### config.mk
export PLATFORM = sky130hd
export DESIGN_NAME = mult_div_unit
export DESIGN_NICKNAME = d
export VERILOG_FILES = /design/src/rtl/mult_div_unit.sv
export SDC_FILE = /design/constraint.sdc
export NUM_CORES = 1
export LEC_CHECK = 0
export CAP_MARGIN = 10
export CORE_AREA = 2 2 201 164
export CTS_BUF_LIST = sky130_fd_sc_hd__clkbuf_16
export CTS_CLUSTER_DIAMETER = 100
export DETAILED_ROUTE_END_ITERATION = 12
export DIE_AREA = 0 0 203 166
export HOLD_SLACK_MARGIN = 0.02
export PLACE_DENSITY = 0.7
export SLEW_MARGIN = 20
export SYNTH_ARGS = -nofsm -noshare
export SYNTH_HDL_FRONTEND = slang
export SYNTH_SLANG_ARGS = --single-unit
### constraint.sdc
create_clock -name Clk -period 4.2 [get_ports Clk]
set_clock_uncertainty 0.05 [all_clocks]
set_input_delay 0.84 -clock Clk [delete_from_list [all_inputs] [get_ports Clk]]
set_output_delay 0.84 -clock Clk [all_outputs]
set_load 0.02 [all_outputs]
### src/rtl/mult_div_unit.sv
`default_nettype none
// ============================================================================
// Module      : mult_div_unit
// Description : Multicycle signed multiply / divide unit. It takes operands
//               from the CPU A/B registers and holds results in HI/LO for
//               mfhi/mflo write-back. Multiply uses magnitude shift-add and
//               divide uses restoring shift-subtract, both followed by a
//               sign fixup.
// Revision    : 1.0 - initial release
// ============================================================================
module mult_div_unit #(
  parameter int WIDTH = 32,
  parameter int CNT_W = 6
) (
  input  logic             Clk,
  input  logic             Reset,
  input  logic             Start,
  input  logic             Op,
  input  logic [WIDTH-1:0] OpA,
  input  logic [WIDTH-1:0] OpB,
  output logic             Busy,
  output logic             Done,
  output logic             DivZero,
  output logic [WIDTH-1:0] Hi,
  output logic [WIDTH-1:0] Lo
);

  typedef enum logic [1:0] {
    S_IDLE   = 2'd0,
    S_CALC   = 2'd1,
    S_FINISH = 2'd2
  } state_t;

  state_t               state;
  state_t               state_nxt;
  logic [CNT_W-1:0]     count;
  logic                 op_div;
  logic                 neg_a;
  logic                 neg_b;
  // Multiplicand for mult, divisor magnitude for div.
  logic [WIDTH-1:0]     opnd;
  // mult: {partial product, multiplier}; div: {remainder, dividend/quotient}.
  logic [2*WIDTH-1:0]   acc;

  logic [WIDTH-1:0]     mag_a;
  logic [WIDTH-1:0]     mag_b;
  logic                 div_zero_req;
  logic                 calc_last;
  logic                 finish_go;
  logic [WIDTH:0]       add_sum;
  logic [2*WIDTH-1:0]   mul_step;
  logic [WIDTH:0]       shifted;
  logic [WIDTH:0]       diff;
  logic [2*WIDTH-1:0]   div_step;
  logic [2*WIDTH-1:0]   prod_fix;
  logic [WIDTH-1:0]     quo_fix;
  logic [WIDTH-1:0]     rem_fix;

  assign mag_a        = OpA[WIDTH-1] ? -OpA : OpA;
  assign mag_b        = OpB[WIDTH-1] ? -OpB : OpB;
  assign div_zero_req = Op && (OpB == '0);
  assign calc_last    = (count == CNT_W'(WIDTH - 1));
  // The divide-by-zero path parks one extra cycle in FINISH using the counter.
  assign finish_go    = (count == '0);

  // One multiply iteration: conditional add of the multiplicand, then shift right.
  assign add_sum  = {1'b0, acc[2*WIDTH-1:WIDTH]} + {1'b0, opnd};
  assign mul_step = acc[0] ? {add_sum, acc[WIDTH-1:1]} : {1'b0, acc[2*WIDTH-1:1]};

  // One restoring-divide iteration: shift in the next dividend bit, trial subtract.
  assign shifted  = {acc[2*WIDTH-1:WIDTH], acc[WIDTH-1]};
  assign diff     = shifted - {1'b0, opnd};
  assign div_step = diff[WIDTH] ? {shifted[WIDTH-1:0], acc[WIDTH-2:0], 1'b0}
                                : {diff[WIDTH-1:0],    acc[WIDTH-2:0], 1'b1};

  // Sign fixup: product and quotient negate on differing signs, remainder follows dividend.
  assign prod_fix = (neg_a ^ neg_b) ? -acc : acc;
  assign quo_fix  = (neg_a ^ neg_b) ? -acc[WIDTH-1:0] : acc[WIDTH-1:0];
  assign rem_fix  = neg_a ? -acc[2*WIDTH-1:WIDTH] : acc[2*WIDTH-1:WIDTH];

  assign Busy = (state != S_IDLE);

  // State register.
  always_ff @(posedge Clk or negedge Reset) begin
    if (!Reset) state <= S_IDLE;
    else        state <= state_nxt;
  end

  // Next-state selection.
  always_comb begin
    state_nxt = state;
    case (state)
      S_IDLE:   if (Start) state_nxt = div_zero_req ? S_FINISH : S_CALC;
      S_CALC:   if (calc_last) state_nxt = S_FINISH;
      S_FINISH: if (finish_go) state_nxt = S_IDLE;
      default:  state_nxt = S_IDLE;
    endcase
  end

  // Operand capture, iteration datapath and result registers.
  always_ff @(posedge Clk or negedge Reset) begin
    if (!Reset) begin
      count   <= '0;
      op_div  <= 1'b0;
      neg_a   <= 1'b0;
      neg_b   <= 1'b0;
      opnd    <= '0;
      acc     <= '0;
      DivZero <= 1'b0;
      Done    <= 1'b0;
      Hi      <= '0;
      Lo      <= '0;
    end else begin
      Done <= 1'b0;
      case (state)
        S_IDLE: begin
          if (Start) begin
            op_div  <= Op;
            neg_a   <= OpA[WIDTH-1];
            neg_b   <= OpB[WIDTH-1];
            DivZero <= div_zero_req;
            opnd    <= Op ? mag_b : mag_a;
            if (div_zero_req) begin
              acc   <= {OpA, {WIDTH{1'b0}}};
              count <= CNT_W'(1);
            end else begin
              acc   <= {{WIDTH{1'b0}}, (Op ? mag_a : mag_b)};
              count <= '0;
            end
          end
        end
        S_CALC: begin
          acc   <= op_div ? div_step : mul_step;
          count <= calc_last ? '0 : count + CNT_W'(1);
        end
        S_FINISH: begin
          if (!finish_go) begin
            count <= count - CNT_W'(1);
          end else begin
            Done <= 1'b1;
            if (DivZero) begin
              Hi <= acc[2*WIDTH-1:WIDTH];
              Lo <= '1;
            end else if (op_div) begin
              Hi <= rem_fix;
              Lo <= quo_fix;
            end else begin
              Hi <= prod_fix[2*WIDTH-1:WIDTH];
              Lo <= prod_fix[WIDTH-1:0];
            end
          end
        end
        default: ;
      endcase
    end
  end

endmodule
`default_nettype wire

==> results of run 1 <==
==> layer usage <==
layer | vias to the layer above | wire, um | track usage, %
met5 | - | 0 | 0
met4 | 0 | 1794 | 9.902
met3 | 114 | 7254 | 9.831
met2 | 927 | 24420 | 50.36
met1 | 7782 | 26020 | 50.47
li1 | 7528 | - | -
==> stage by stage <==
stage | hold slack [ps] | total power, mW | util [%] | instance area [sq um]
final | 373.3 | 17.49 | 57.57 | 18320
after global routing | 423.9 | 18.62 | 57.57 | 18320
after CTS | 402.9 | 17.13 | 57.55 | 18310
after detailed placement | 418.8 | 15.44 | 55.78 | 17750
after global placement | 410.2 | 15.29 | 55.78 | 17750
after floorplan | 427.7 | 11.44 | - | 15650
==> power breakdown <==
part / internal [mW] / switching (mW) / leakage (nW)
Combinational: 4.84 / 7.50 / 5.41
Clock: 0.829 / 0.801 / 0.270
Sequential: 2.45 / 1.07 / 2.09
Total: 8.12 / 9.38 / 7.77
==> cells by family (layout without fill, tap and decap cells) <==
logic type	after synthesis	after routing	synth area share, %
buf+inv	211	334	5.149
fa+ha+maj	76	76	6.172
xor+xnor	170	170	9.514
mux	73	73	4.869
compound gates	707	707	28.26
flops	173	173	27.66
simple gates	607	607	18.37
==> layout by cell type, fill, tap and decap left out, drive strengths merged, types with 10 or more instances in the layout <==
cell / count
a211oi: 42
a21o: 43
a21oi: 228
a221oi: 10
a22oi: 10
a31oi: 23
and3: 12
buf: 93
clkbuf: 17
clkdlybuf4s50: 132
dfrtp: 173
ha: 74
inv: 81
mux2: 25
mux2i: 48
nand2: 186
nand3: 28
nand4: 13
nor2: 203
nor2b: 21
nor3: 50
nor4: 19
o211ai: 15
o21ai: 188
o31ai: 37
o41ai: 19
or2: 11
or3: 15
or4: 16
xnor2: 85
xor2: 85
==> repair_timing <==
action	in CTS	in global routing
endpoints found under the hold margin	0	0
endpoints found under the setup margin	0	1
resized for setup	0	1
==> flip-flops by register name, indices dropped and copies added (netlist names) <==
signal,count
Lo,32
DivZero,1
acc,64
neg_b,1
neg_a,1
Hi,32
opnd,32
state,2
count,6
op_div,1
Done,1
==> cell type report <==
| cell class | instances | share of cell area [%] |
|---|---|---|
| sequential | 173 | 23.65 |
| tap | 427 | 2.917 |
| multi-input combinational | 1633 | 57.66 |
| timing repair buffer | 225 | 11.10 |
| clock inverter | 14 | 0.7445 |
| clock buffer | 17 | 2.322 |
| inverter | 78 | 1.598 |
==> worst max-delay path: cells and delay by family (launching register included) <==
kind                       cells  cell delay [ps]
buffers and inverters          2              370
and+or+nand+nor                4             1080
DFF                            1              460
AOI/OAI and AO/OA              5             1570
adders and majority gates      1              360
==> worst min-delay path by stage <==
stage	start	end	cells after the start
floorplan	opnd[14]$_DFFE_PN0P_	opnd[14]$_DFFE_PN0P_	2
global placement	Hi[19]$_DFFE_PN0P_	Hi[19]$_DFFE_PN0P_	2
detailed placement	Hi[19]$_DFFE_PN0P_	Hi[19]$_DFFE_PN0P_	2
CTS	Reset	Hi[16]$_DFFE_PN0P_	1
global route	Reset	Hi[11]$_DFFE_PN0P_	1
finish	Reset	Hi[16]$_DFFE_PN0P_	1
==> results.yml, run 1 <==
final_layout:
  drive_gt1_share_pct: 8.785
  layout.area.seq_sq_um: 4333
  final_cells: 2567
  multiInputGateArea_sq_um: 10560
  areaGrowthSynthToFinish_pct: 17.05
  final_nets: 2272
  n_antenna_cell: 0
  nFillCells: 2944
detailed_routing:
  via_per_inst: 6.370
  wl_per_cell_um: 23.18
  drt_iter0_markers: 2452
  antenna_left: 0
  routed_wirelength_mm: 59.50
  routed-via-count: 16351
  drc: 0
  drt_pass1_iterations: 6
die:
  rows: 59
  die_w_um: 203
  num_io_pins: 135
  dieArea_sq_um: 33700
  fp.dieH_um: 166
  start_util_pct: 49.19
  core_sq_um: 31820
timing:
  post-route-period-util_pct: 93.87
  drv_slew: 0
  max_slew_margin_pct: 20.56
  rsz0062_at_grt: "false"
  max_freq_mhz: 253.6
  setup_viol: 0
  worst_slew_pin_slew_ps: 1187
  min_period_ps: 3942
  setup_tns_ps: 0
  finalWorstSetupSlack_ps: 257.5
  hold_violations: 0
setup_path:
  path_class: "register to register"
  crit_required_ps: 4540
  arrival_ps: 4280
  rr_worst_depth: 12
  regToRegSetupSlack_ps: 260
  critical_path.startpoint_type: "register"
  crit_end: "acc[52]$_DFFE_PN0P_"
  cp-startpoint: "opnd[5]$_DFFE_PN0P_"
  cp-end-kind: "register"
  path_cells: "inv_1 -> ha_1 -> a21o_1 -> or2_2 -> o211ai_1 -> nand4_1 -> o211ai_1 -> and4_1 -> buf_4 -> nand2_1 -> a311oi_1 -> a21o_1"
  slowest_delay_ps: 470
  worstReg2RegStart: "opnd[5]$_DFFE_PN0P_"
  rr_endpoint: "acc[52]$_DFFE_PN0P_"
  path_max_fanout: 13
  critical_path.slowest_cell: "a311oi_1"
global_routing:
  grt_pass1_wl_mm: 90.67
  grt_max_degree: 92
  antenna_found_initial: 1
  grt_usage_pct: 34.81
  first_global_vias: 15141
  overflow: 0
power_and_ir_drop:
  power_leakage_nw: 7.770
  vdd_drop_max_v: 0.0005068
  power_density_nw_per_um2: 955.0
place:
  gpl.final_weighted_congestion: 1.004
  io_buffers: 134
  dp_slack_ps: 60.83
  dp_cells: 2536
  dp_hpwl_mm: 45.31
clocking:
  cts_buffers: 17
  clk_pin_slew_ps: 80
  cts_sinks: 173
  cts_post_setup_buffers_inserted: 0
  clockRootBuffer: "clkbuf_16"
  clk_latency_ps: 450
  cts_max_level: 4
  cts_tree: "done"
  clk_path_buf_depth: 2
  ctsHoldBuffers: 0
yosys:
  ys_seq_area_share_pct: 27.66
  avgSynthCellArea_sq_um: 7.759
  yosysWarnings: 0
  ys_types: 90
  yosys-top-cells-area: "dfrtp_1 (28%), a21oi_1 (7.3%), ha_1 (5.9%)"
  synth_most_common_cell: "a21oi_1"
  yosys.area.top_type: "dfrtp_1"
  ys_seq_elements: 173
  synthesis.nets: 2161
  synth_top_area_share_pct: 27.66
  synth_common_cells: "a21oi_1 (228), nor2_1 (203), nand2_1 (186)"
  syn_area_sq_um: 15650
  synth_edf_count: 0
  synthArstFlopShare_pct: 100.0
  syn_inst: 2017
  synth_ff_type: "dfrtp_1"
flow_run:
  cap_violations: 0
hold_path:
  min_path_type: "input pin to asynchronous set/reset pin"
outcome:
  status: "finished clean"
Power figures use the tool's default switching activity.
==> run 2, diff against run 1 <==
--- a/config.mk
+++ b/config.mk
@@ -13,7 +13,6 @@
 export DIE_AREA = 0 0 203 166
 export HOLD_SLACK_MARGIN = 0.02
 export PLACE_DENSITY = 0.7
-export SLEW_MARGIN = 20
 export SYNTH_ARGS = -nofsm -noshare
 export SYNTH_HDL_FRONTEND = slang
 export SYNTH_SLANG_ARGS = --single-unit
==> results of run 2 <==
No change in the layout: final DEF, timing and power equal those of run 1.
==> run 3, diff against run 2 <==
--- a/config.mk
+++ b/config.mk
@@ -16,3 +16,4 @@
 export SYNTH_ARGS = -nofsm -noshare
 export SYNTH_HDL_FRONTEND = slang
 export SYNTH_SLANG_ARGS = --single-unit
+export TNS_END_PERCENT = 20
==> results of run 3 <==
No change in the layout: final DEF, timing and power equal those of run 1.
